**src/rtl/sweep_gen.sv**
```systemverilog
`default_nettype none
// +--------------------------------------------------------------------------+
// | Module   : sweep_gen                                                     |
// | Purpose  : exhaustive stimulus sweep (binary up/down or Gray), each      |
// |            vector held HOLD cycles, with optional response signature.    |
// |            Optional: SWEEP_SIGNATURE_EN builds the CRC-16 signature reg. |
// | Revision : 1.0 - initial release                                         |
// +--------------------------------------------------------------------------+
module sweep_gen #(
  parameter int WIDTH = 4,
  parameter int HOLD  = 1
) (
  input  logic             clk,
  input  logic             rst_n,
  input  logic             start,
  input  logic             abort,
  input  logic [1:0]       mode,
  input  logic             resp,
  output logic [WIDTH-1:0] pattern,
  output logic             valid,
  output logic             busy,
  output logic             done,
  output logic [WIDTH-1:0] vec_idx,
  output logic [15:0]      signature
);

  localparam int               c_hw        = (HOLD > 1) ? $clog2(HOLD) : 1;
  localparam logic [c_hw-1:0]  c_hold_last = c_hw'(HOLD - 1);
  localparam logic [WIDTH-1:0] c_idx_last  = {WIDTH{1'b1}};

  typedef enum logic [1:0] {
    S_IDLE = 2'd0,
    S_RUN  = 2'd1,
    S_DONE = 2'd2
  } state_t;

  state_t           r_state, w_state_nxt;
  logic [1:0]       r_mode, w_mode_nxt;
  logic [WIDTH-1:0] r_idx, w_idx_nxt;
  logic [c_hw-1:0]  r_hold, w_hold_nxt;
  logic             w_last;
  logic             w_sample;

  assign w_last = (r_hold == c_hold_last);

  always_ff @(posedge clk or negedge rst_n) begin
    if (!rst_n) begin
      r_state <= S_IDLE;
      r_mode  <= 2'b00;
      r_idx   <= '0;
      r_hold  <= '0;
    end else begin
      r_state <= w_state_nxt;
      r_mode  <= w_mode_nxt;
      r_idx   <= w_idx_nxt;
      r_hold  <= w_hold_nxt;
    end
  end

  always_comb begin
    w_state_nxt = r_state;
    w_mode_nxt  = r_mode;
    w_idx_nxt   = r_idx;
    w_hold_nxt  = r_hold;
    w_sample    = 1'b0;
    valid       = 1'b0;
    busy        = 1'b0;
    done        = 1'b0;
    case (r_state)
      S_IDLE: begin
        if (start && !abort) begin
          w_state_nxt = S_RUN;
          w_mode_nxt  = mode;
          w_idx_nxt   = '0;
          w_hold_nxt  = '0;
        end
      end
      S_RUN: begin
        valid = 1'b1;
        busy  = 1'b1;
        // abort leaves index, hold count and signature exactly as they were
        if (abort) begin
          w_state_nxt = S_IDLE;
        end else if (w_last) begin
          w_sample   = 1'b1;
          w_hold_nxt = '0;
          if (r_idx == c_idx_last) begin
            w_state_nxt = S_DONE;
          end else begin
            w_idx_nxt = r_idx + WIDTH'(1);
          end
        end else begin
          w_hold_nxt = r_hold + c_hw'(1);
        end
      end
      S_DONE: begin
        busy        = 1'b1;
        done        = 1'b1;
        w_state_nxt = S_IDLE;
      end
      default: begin
        w_state_nxt = S_IDLE;
      end
    endcase
  end

  // Pattern is derived from the held index, so it freezes whenever the index does
  always_comb begin
    pattern = r_idx;
    case (r_mode)
      2'b01:   pattern = ~r_idx;
      2'b10:   pattern = r_idx ^ (r_idx >> 1);
      default: pattern = r_idx;
    endcase
  end

  assign vec_idx = r_idx;

`ifdef SWEEP_SIGNATURE_EN
  logic [15:0] r_sig;
  logic        w_fb;

  assign w_fb = r_sig[15] ^ resp;

  always_ff @(posedge clk or negedge rst_n) begin
    if (!rst_n) begin
      r_sig <= 16'h0000;
    end else if (r_state == S_IDLE && start && !abort) begin
      r_sig <= 16'h0000;
    end else if (w_sample) begin
      r_sig <= {r_sig[14:0], 1'b0} ^ (w_fb ? 16'h1021 : 16'h0000);
    end
  end

  assign signature = r_sig;
`else
  logic w_unused_resp;
  assign w_unused_resp = resp ^ w_sample;
  assign signature     = 16'h0000;
`endif

endmodule
`default_nettype wire

```
**config.mk**
```make
export PLATFORM = sky130hd
export DESIGN_NAME = sweep_gen
export DESIGN_NICKNAME = d
export VERILOG_FILES = /design/src/rtl/sweep_gen.sv
export SDC_FILE = /design/constraint.sdc
export NUM_CORES = 1
export LEC_CHECK = 0
export ABC_AREA = 1
export CORE_AREA = 8 8 51 53
export CTS_BUF_LIST = sky130_fd_sc_hd__clkbuf_2
export DETAILED_ROUTE_END_ITERATION = 7
export DIE_AREA = 0 0 59 61
export HOLD_SLACK_MARGIN = 0.02
export MAX_ROUTING_LAYER = met4
export PLACE_DENSITY_LB_ADDON = 0.15
export SLEW_MARGIN = 25
export SYNTH_ARGS = -nofsm -noshare
export SYNTH_HDL_FRONTEND = slang
export SYNTH_SLANG_ARGS = --single-unit
export TNS_END_PERCENT = 50
```
**constraint.sdc**
```tcl
create_clock -name clk -period 3.2 [get_ports clk]
set_input_delay 0.48 -clock clk [delete_from_list [all_inputs] [get_ports clk]]
set_output_delay 0.48 -clock clk [all_outputs]
set_load 0.02 [all_outputs]
```
After elaboration in Yosys (flattened, before gate mapping)
Cells that the tools add are included.
{"block": "op_classes", "n_addsub": 2, "mul": 0, "div": 0, "magnitude_cmp": 0, "n_eq_ne": 11, "shifts": 0, "mux": 18, "bitwise_logic": 2, "reduce_logical": 9}
{"operator": "$mux W4", "count": 4}
{"operator": "$pmux W4 S2", "count": 2}
{"operator": "$mux W2", "count": 4}
{"operator": "$ne A2 B2 Y1 const B", "count": 4}
{"operator": "$mux W1", "count": 6}
{"operator": "$ne A3 B3 Y1 const B", "count": 2}
{"operator": "$reduce_and A3 Y1", "count": 2}
{"operator": "$reduce_and A5 Y1", "count": 1}
{"operator": "$add A4 B1 Y4 const B", "count": 1}
{"operator": "$eq A2 B1 Y1 const B", "count": 2}
{"operator": "$eq A2 B2 Y1 const B", "count": 2}
{"operator": "$eq A4 B4 Y1 const B", "count": 1}
{"operator": "$not A4 Y4", "count": 1}
{"operator": "$pmux W2 S2", "count": 1}
{"operator": "$xor A4 B3 Y4", "count": 1}
{"operator": "$logic_not A2 Y1", "count": 1}
{"operator": "$pmux W1 S2", "count": 1}
{"operator": "$reduce_and A2 Y1", "count": 1}
{"operator": "$reduce_bool A2 Y1", "count": 1}
{"operator": "$reduce_or A2 Y1", "count": 1}
{"operator": "$add A1 B1 Y1 const B", "count": 1}
{"operator": "$logic_and A1 B1 Y1", "count": 1}
{"operator": "$logic_not A1 Y1", "count": 1}
{"block": "totals", "ff_bits": 9, "latch_bits": 0, "mem_bits_rw": 0, "mem_bits_ro": 0, "elab_cells": 46, "memories": 0}

Longest topological paths before layout
Gate-level depths: netlist (run 1).
{"block": "depth", "depth_word": 5, "mapped_depth": 9}

Least setup slack after synthesis (run 1)
No wires, ideal clock.
{"block": "synth_timing", "path_type": "register -> output", "startpoint": "register r_mode[0]", "endpoint": "output port pattern[3]", "arrival_ns": 1.404, "t_required_ns": 2.720, "slack_ns": 1.316, "path_stages_with_launch": 6, "path_cell_list": "dfrtp_1 -> inv_1 -> ha_1 -> inv_1 -> nand2_1 -> o21ai_0"}
{"block": "synth_via", "elab_chain_len": 2}
{"element": "start, declared", "line": "38", "source": "logic [1:0] r_mode, w_mode_nxt;"}
{"element": "start signal, assigned", "line": "54", "source": "r_mode <= w_mode_nxt;"}
{"element": "$eq A2 B2 Y1 / $eq A2 B1 Y1 (equally long branches)", "line": "110", "source": "case (r_mode)"}
{"element": "$pmux W4 S2 (*)", "line": "110"}
{"element": "end, declared", "line": "19", "source": "output logic [WIDTH-1:0] pattern,"}
Mark *: on every way between the ends. The rest lies on a longest branch, timed or not.

Worst setup path in the final report (run 1)
Ends and elaborated chain as after synthesis.

==> flow_summary_export.csv, run 1 <==
group,metric,value,unit
logic_synthesis,seq_area_frac_synth,24.5,%
clocking,clk_pin_slew,0.08,ns
logic_synthesis,synth.area.top_cells,"dfrtp_1, ha_1, buf_4, nand2_1, nor2_1",
logic_synthesis,synth_compound_area_share,5.67,%
clocking,cts_max_path_buffers,2,
route,ant_nets,0,
logic_synthesis,synth_top_family_by_area,"simple AND/OR/NAND/NOR gates",
global_routing,grt_max_degree,10,
pwr,leakage,0.511,nW
logic_synthesis,syn_inst,111,
finish,final_cells,155,
finish,final_nets,148,
logic_synthesis,synth_seq_cells,8,
finish,diodes,0,
critical_path,critPathSlowestCell,"clkdlybuf4s50_1",
pwr,p_per_area,884,nW/um^2
sta,skew,0.0133,ns
finish,multi_input_area,499,sq um
logic_synthesis,yosys.area_share.simple,31.3,%
sta,fin_setup_tns,0,ns
clocking,cts_max_level,1,
global_routing,grt_pass1_vias,615,
clocking,clockRootBuffer,"clkbuf_2",
logic_synthesis,yosysWarnings,0,
logic_synthesis,postSynthAreaPerCell,7.35,sq um
clocking,cts_buffers,3,
floorplan,initial_core_util,44.3,%
critical_path,required,2.72,ns
logic_synthesis,synthAdderAreaFrac,16.9,%
route,vias,666,
global_routing,grt_pass1_wl,2740,microns
finish,layout-drive-gt1-share,9.38,%
floorplan,coreArea,1840,sq um
route,wirelength,1610,microns
logic_synthesis,synth_largest_area_cell,"dfrtp_1",
floorplan,dieWidth,59,microns
placed_design,post-place-ws,0.956,ns
clocking,clk_latency,0.24,ns
finish,postLayoutCoreUtil,51.6,%
sta,setup_viol,0,
clocking,cts_tree,"built",
critical_path,crit_top_cell,"inv_1",
pwr,ir_drop,455,uV
route,drcViolationCount,0,
sta,fin_crit_sh,77.2,%
sta,fmax,405,MHz
worst_hold_path,min_path_type,"in2async",
critical_path,cp_max_fo,5,
route,via_per_inst,4.30,
clocking,cts_hold_buffers,0,
logic_synthesis,synthXorXnorAreaFrac,0,%
critical_path,critPathKind,"reg2out",
finish,syn2layout_area_growth,16.4,%
job,max-cap-violations,0,
finish,layout_common_cells,"nand2_1, conb_1, clkdlybuf4s50_1",
sta,fin_ws,0.728,ns
sta,rsz0062_at_grt,"false",
critical_path,critical-path-max-stage-delay,0.62,ns
floorplan,num_rows,16,
run_status,status,"finished clean",
clocking,cts_sinks,8,
critical_path,start_kind,"register",
global_routing,overflow,0,
floorplan,ioPinCount,34,
route,drt_iter0_markers,11,
finish,mostFrequentLayoutCell,"nand2_1",
sta,period_needed,2.47,ns
logic_synthesis,syn-cell-area,816,sq um
route,wl_per_cell,10.4,microns
clocking,postCtsSetupBuffers,0,
floorplan,die_h,61,microns
placed_design,io_buffers,16,
route,firstDrtPassIters,4,
global_routing,track_usage,10.1,%
sta,drv_slew,0,
logic_synthesis,synth_top_area_share,24.5,%
placed_design,dpl.cell_count,152,
placed_design,gp_congestion,0.800,
sta,finalHoldViolations,0,
finish,fillers,200,
clocking,post_cts_resized,0,
logic_synthesis,muxShareOfSynthArea,0,%
global_routing,antenna_found_initial,0,
critical_path,worstPathCellList,"inv_1 -> ha_1 -> inv_1 -> nand2_1 -> o21ai_0 -> clkdlybuf4s50_1",
critical_path,end_kind,"primary output",
placed_design,dp_hpwl,1390,microns
critical_path,cp.arrival,1.99,ns
logic_synthesis,synth.distinct_cells,18,
finish,ff_latch_area,200,sq um
sta,holdWs,0.515,ns
floorplan,die_area,3600,sq um
cells by family (layout without fill, tap and decap cells):
| group | count (synthesis) | count (layout) |
|---|---|---|
| buf+inv | 28 | 30 |
| compound gates | 9 | 9 |
| flops | 8 | 8 |
| simple gates | 54 | 54 |
| fa+ha+maj | 11 | 11 |
| other cells | 1 | 16 |
cell type report:
cell class	instances	area share (%)
multi-input cells	90	52.6
repair buffers	16	16.9
well taps	27	3.56
clock buffers	3	1.58
inverters	11	4.35
flip-flops and latches	8	21.1
metal layers:
metal  global-route usage [%]  part of all wire (%)  up-vias
li1                         -                     -      346
met1                     10.7                    41      299
met2                     17.4                    51       21
met3                     5.30                   8.3        0
met4                        0                     0        0
met5                        -                     0        -
cells in the mapped netlist (all sizes together):
| cell | instances |
|---|---|
| o22ai | 1 |
| inv | 11 |
| conb | 1 |
| dfrtp | 8 |
| o21ai | 5 |
| nor2 | 9 |
| nand3b | 1 |
| nand3 | 7 |
| ha | 11 |
| buf | 17 |
| a21oi | 3 |
| nand2 | 37 |
final timing paths:
path | start | to | slack, ns | depth (start not counted)
setup / recovery | r_mode[0] | pattern[3] | 0.73 | 6
hold / removal | rst_n | vec_idx[2] | 0.51 | 1
setup reg to reg | r_state[1] | vec_idx[3] | 1.77 | 8
hold reg to reg | r_state[0] | r_state[0] | 0.52 | 2
max in group asynchronous | rst_n | r_mode[1] | 2.40 | 1
min in group clk | r_state[0] | r_state[0] | 0.52 | 2
registers in the layout, indices dropped and copies added, names as in the netlist:
register	cells
r_mode	2
r_state	2
vec_idx	4
report_power, final:
part	total, mW	internal (mW)	switching [mW]
combinational	0.609	0.248	0.360
clock	0.0587	0.0255	0.0332
sequential	0.172	0.134	0.0375
metrics by stage:
stage               power, mW  area, sq um
floorplan               0.613          872
global placement        0.782          935
detailed placement      0.792          935
CTS                     0.853          950
global route            0.920          950
finish                  0.839          950
critical path, delay by kind of cell, from the launching register on:
| kind | cells | cell delay, ns |
|---|---|---|
| AOI/OAI and AO/OA | 1 | 0.14 |
| DFF | 1 | 0.37 |
| adders and majority gates | 1 | 0.35 |
| buffers and inverters | 3 | 0.83 |
| and+or+nand+nor | 1 | 0.08 |
Note: power is estimated with default switching activity, not from simulation.
==> run 2: changes to the inputs <==
- CORE_AREA: 8 8 51 53 -> 8 8 55 57
- DIE_AREA: 0 0 59 61 -> 0 0 63 65
- clock period: 3.2 -> 2 ns (I/O delays scaled with it)
==> run 2 against run 1 <==
Compared with the run above:
- sequential share of layout area is 1.0 points lower
- register-to-register slack worse by 1.1 ns
- sequential power grew 52%
- critical path type unchanged
==> flow_summary_export.csv, run 2 (synthesized netlist as in run 1, its figures left out) <==
group,metric,value,unit
run_status,status,"finished clean",
finish,final_nets,155,
global_routing,antenna_found_initial,0,
sta,skew,0.0138,ns
finish,layout_common_cells,"nand2_1, conb_1, clkdlybuf4s50_1",
critical_path,ff2ff_setup_slack,0.69,ns
finish,syn2layout_area_growth,22.2,%
pwr,p_total,1.39,mW
clocking,cts_sinks,8,
placed_design,io_buffers,16,
floorplan,coreArea,2150,sq um
pwr,p_per_area,1390,nW/um^2
critical_path,cp_max_fo,4,
sta,fin_setup_tns,0,ns
job,max-cap-violations,0,
clocking,clockRootBuffer,"clkbuf_2",
global_routing,overflow,0,
critical_path,r2r-start,"r_state[1]",
floorplan,initial_core_util,38.0,%
floorplan,die_area,4100,sq um
critical_path,cp.arrival,1.58,ns
critical_path,end_kind,"primary output",
finish,diodes,0,
route,drcViolationCount,0,
finish,largest_reg_flops,4,
floorplan,die_h,65,microns
placed_design,dpl.cell_count,160,
sta,period_needed,1.88,ns
route,wirelength,1720,microns
placed_design,post-place-ws,0.0489,ns
critical_path,start_kind,"register",
floorplan,dieWidth,63,microns
floorplan,num_rows,17,
route,ant_nets,0,
finish,mostFrequentLayoutCell,"nand2_1",
worst_hold_path,min_path_type,"in2async",
global_routing,grt_max_degree,9,
sta,fin_crit_sh,94.2,%
route,vias,696,
pwr,ir_drop,538,uV
placed_design,dp_hpwl,1470,microns
global_routing,track_usage,9.19,%
route,firstDrtPassIters,4,
sta,drv_slew,0,
sta,rsz0062_at_grt,"false",
placed_design,gp_congestion,0.764,
route,highest_layer,"met3",
clocking,clk_pin_slew,0.08,ns
route,drt_iter0_markers,8,
global_routing,grt_pass1_vias,704,
critical_path,required,1.70,ns
clocking,cts_max_level,1,
floorplan,ioPinCount,34,
clocking,clk_latency,0.24,ns
clocking,cts_max_path_buffers,2,
sta,fmax,531,MHz
route,wl_met1,739,microns
sta,finalHoldViolations,0,
route,wl_met2,861,microns
finish,layout-drive-gt1-share,14.8,%
critical_path,rr_worst_depth,9,
route,wl_per_cell,10.5,microns
sta,setup_viol,0,
critical_path,critPathKind,"reg2out",
global_routing,grt_pass1_wl,3030,microns
finish,postLayoutCoreUtil,46.4,%
critical_path,startpoint,"r_mode[0]",
finish,final_cells,163,
sta,fin_ws,0.115,ns
clocking,cts_buffers,3,
route,via_per_inst,4.27,
pwr,leakage,0.554,nW
clocking,cts_tree,"built",
route,dr_wl_met3,116,microns
critical_path,r2r-end,"vec_idx[3]",
clocking,postCtsSetupBuffers,0,
## run 2: cell types whose count changed in the layout (fill, tap and decap cells not counted), sizes merged
cell / before / now
clkdlybuf4s50: 16 / 12
dlygate4sd2: 0 / 1
clkdlybuf4s15: 0 / 2
clkbuf: 3 / 4
buf: 0 / 7
## run 2: layer usage
layer,vias up,track usage [%]
li1,359,-
met1,317,9.94
met5,-,-
met4,0,1.71
met2,20,14.9
met3,0,4.81
## run 2: worst max-delay path, stage by stage, from the launching register on
cell and delay (ns):
dfrtp_1 0.34, inv_1 0.05, ha_1 0.30, inv_1 0.12, nand2_1 0.08, o21ai_0 0.14, clkdlybuf4s15_1 0.32
## run 2: worst max path at each step
stage	to	slack, ns	depth (start not counted)
after floorplan	pattern[3]	0.30	5
after global placement	pattern[3]	0.07	6
after detailed placement	pattern[1]	0.05	6
after CTS	pattern[1]	0.06	6
after global routing	pattern[3]	0.003	6
final	pattern[3]	0.12	6
## run 2: power breakdown
group / total [mW] / leakage [nW] / switching [mW] / internal (mW)
sequential: 0.261 / 0.102 / 0.0462 / 0.215
clock: 0.0944 / 0.0125 / 0.0536 / 0.0408
combinational: 1.04 / 0.439 / 0.617 / 0.418
## run 2: layout make-up
type                    instances  area (sq um)
repair buffers                 23           206
flip-flops and latches          8           200
multi-input cells              90           499
clock buffers                   3          15.0
fillers                       247          1150
well taps                      28          35.0
inverters                      11          41.3
## run 2: timing repair
item	4_1_cts	5_1_grt
endpoints found under the setup margin	4	3
hold buffers	0	0
resized for setup	4	4
## run 2: per-stage QoR
stage / instance area (sq um) / hold slack [ns]
4_1_cts: 998 / 0.326
3_5_place_dp: 988 / 0.512
3_3_place_gp: 988 / 0.500
5_1_grt: 997 / 0.326
6_report: 997 / 0.324
2_1_floorplan: 872 / 0.00441
==> run 3: changes to the inputs <==
- CTS_CLUSTER_DIAMETER: default -> 100
- TNS_END_PERCENT: 50 -> 20
==> results of run 3 <==
Final layout, timing and power as in run 2 (identical DEF).
==> edit: new RTL, settings of run 3 <==
Add a define of `SWEEP_SIGNATURE_EN`.
--- a/src/rtl/sweep_gen.sv
+++ b/src/rtl/sweep_gen.sv
@@ -6,6 +6,8 @@
 // |            Optional: SWEEP_SIGNATURE_EN builds the CRC-16 signature reg. |
 // | Revision : 1.0 - initial release                                         |
 // +--------------------------------------------------------------------------+
+`define SWEEP_SIGNATURE_EN
+
 module sweep_gen #(
   parameter int WIDTH = 4,
   parameter int HOLD  = 1
Formal check against the unedited RTL: not equivalent (a bounded check fails within 4 cycles, from zero or initial values and one cycle with rst_n low).
==> edit against run 3 <==
Wire length grew 85%. Critical path type unchanged. Largest power group unchanged. Final area grew 80%. Maximum frequency shrank 3.9%. Worst hold slack lost 45 ps. Synthesized area grew 71%. Sequential cell count grew 16. Total power grew 76%. Count of clock-buffer cells in the layout is the same. Worst setup slack lost 77 ps.
==> edit: results <==
[cells_and_area]
fin_cells = 228
fillerInstances = 128
drive_above_1_share = 0.175
largest_reg_flops = 16
design.final.nets = 220

[synthesis]
average_cell_area_after_synthesis_um2 = 8.66
synth_sequential_area_ratio = 0.431
syn_nets = 179
synth-compound-area-share = 0.154
synth_xor_xnor_area_share = 0
number_of_warnings_reported_in_the_yosys_synthesis_log = 0
post_synth_num_cell_types = 21
yosys-top-cells-area = "dfrtp_1 (43%), nand2_1 (12%), ha_1 (9.9%)"
synth_async_sr_flop_share = 1.00
share_of_synthesized_cell_area_in_full_adder_half_adder_and_majority_cells = 0.0987
yosys-mux-area-fraction = 0
netlist_top_cells_count = "nand2_1 (44), inv_1 (31), dfrtp_1 (24), ha_1 (11)"

[clocking]
cts_repair_resize_count = 16
clock_transition_at_the_register_clock_pins_on_the_worst_setup_and_hold_paths_after_cts_ps = 200
clock_latency_ps = 340
cts.root.buffer_cell = "clkbuf_2"
cts-buffers-inserted = 3
cts-hold-fix-buffers = 0
clock_tree.htree_level_count = 1

[placement]
post-dp-hpwl_mm = 2.56
place.gp.congestion = 0.833
port_buffers = 33

[worst_setup_path]
worst-path-max-fanout = 6
arrival_time_at_the_worst_endpoint_ps = 1660
cpPeakStageDelay_ps = 490
setup.reg_to_reg.worst_slack_ps = 410
worstReg2RegEnd = "signature[12]"
rr_worst_depth = 10
timing.critical_path.slowest_stage_cell = "dfrtp_2"
crit_path_leading_delay_family = "flip-flops"

[power_and_ir_drop]
power.leakage_nw = 0.893
max-vdd-ir-drop_uv = 1080

[route]
initialDrtViolationCount = 73
iteration_count_of_the_initial_detailed_routing_pass = 5
wire_length_after_detailed_routing_mm = 3.19
detail_route.vias_per_cell = 5.20

[global_routing]
grt_max_degree = 25
gr-usage-all-layers = 0.160
grt_first_pass_wirelength_mm = 5.29
grt_pass1_vias = 1222

[timing]
worst_clock_skew_ps = 8.27
slew_headroom = 0.800

[status]
run_status = "finished, final reports clean"
edit: changes by cell type in the layout (fill, tap and decap cells not counted), sizes merged, moves of 2 or more:
cell	change
nand2	+10
nor2	-4
clkdlybuf4s50	+14
conb	-16
o22ai	+10
a22oi	+2
dlymetal6s2s	+2
dfrtp	+16
nand3	+4
o21ai	+3
buf	+2
inv	+22
edit: metrics by stage:
stage | worst slack [ps] | setup TNS, ps | hold slack, ps | area [um2] | utilization
4_1_cts | -10.4 | -10.4 | 282 | 1790 | 0.833
6_report | 38.6 | 0 | 278 | 1800 | 0.836
5_1_grt | -19.6 | -28.9 | 292 | 1800 | 0.836
2_1_floorplan | 339 | 0 | 4.41 | 1390 | -
3_3_place_gp | 66.1 | 0 | 490 | 1770 | 0.824
3_5_place_dp | -2.56 | -2.56 | 511 | 1770 | 0.824
edit: area by class of cell:
class                      count  area [um2]  area share
tap                           28        35.0      0.0195
sequential                    24         602       0.335
timing repair buffer          39         365       0.203
multi-input combinational    101         656       0.365
clock buffer                   3        15.0     0.00836
inverter                      33         124      0.0689
edit: worst max path at each step:
stage                    start         end  slack, ps  cells past startpoint
finish              vec_idx[1]  pattern[0]         40                      4
global route        vec_idx[1]  pattern[0]        -20                      4
CTS                  r_mode[0]  pattern[3]        -10                      5
detailed placement   r_mode[0]  pattern[3]         -3                      6
global placement     r_mode[0]  pattern[3]         70                      6
floorplan            r_mode[0]  pattern[1]        340                      4
edit: where the power goes:
part | switching, W | total [W] | internal (W)
sequential | 0.000106 | 0.000721 | 0.000615
combinational | 0.000923 | 0.00155 | 0.000631
clock | 0.000134 | 0.000175 | 0.0000408
total | 0.00116 | 0.00245 | 0.00129
edit: logic make-up after synthesis:
kind of cell	after synthesis
buffers and inverters	36
adder cells (fa/ha/maj)	11
AO/OA/AOI/OAI	26
flip-flops	24
AND/OR/NAND/NOR	64
edit: worst register-to-register path: stages, from the launching register on:
cell and delay (ps):
dfrtp_1 450, inv_1 100, ha_1 170, buf_4 130
inv_2 70, nor2_4 110, inv_1 80, nand2_4 190
inv_1 90, nand2_1 60, nand2_1 60
edit: routing by layer:
metal / global-route usage / part of all wire
met5: - / 0
met4: 0.0684 / 0.019
met3: 0.0378 / 0.054
met2: 0.298 / 0.53
met1: 0.156 / 0.39
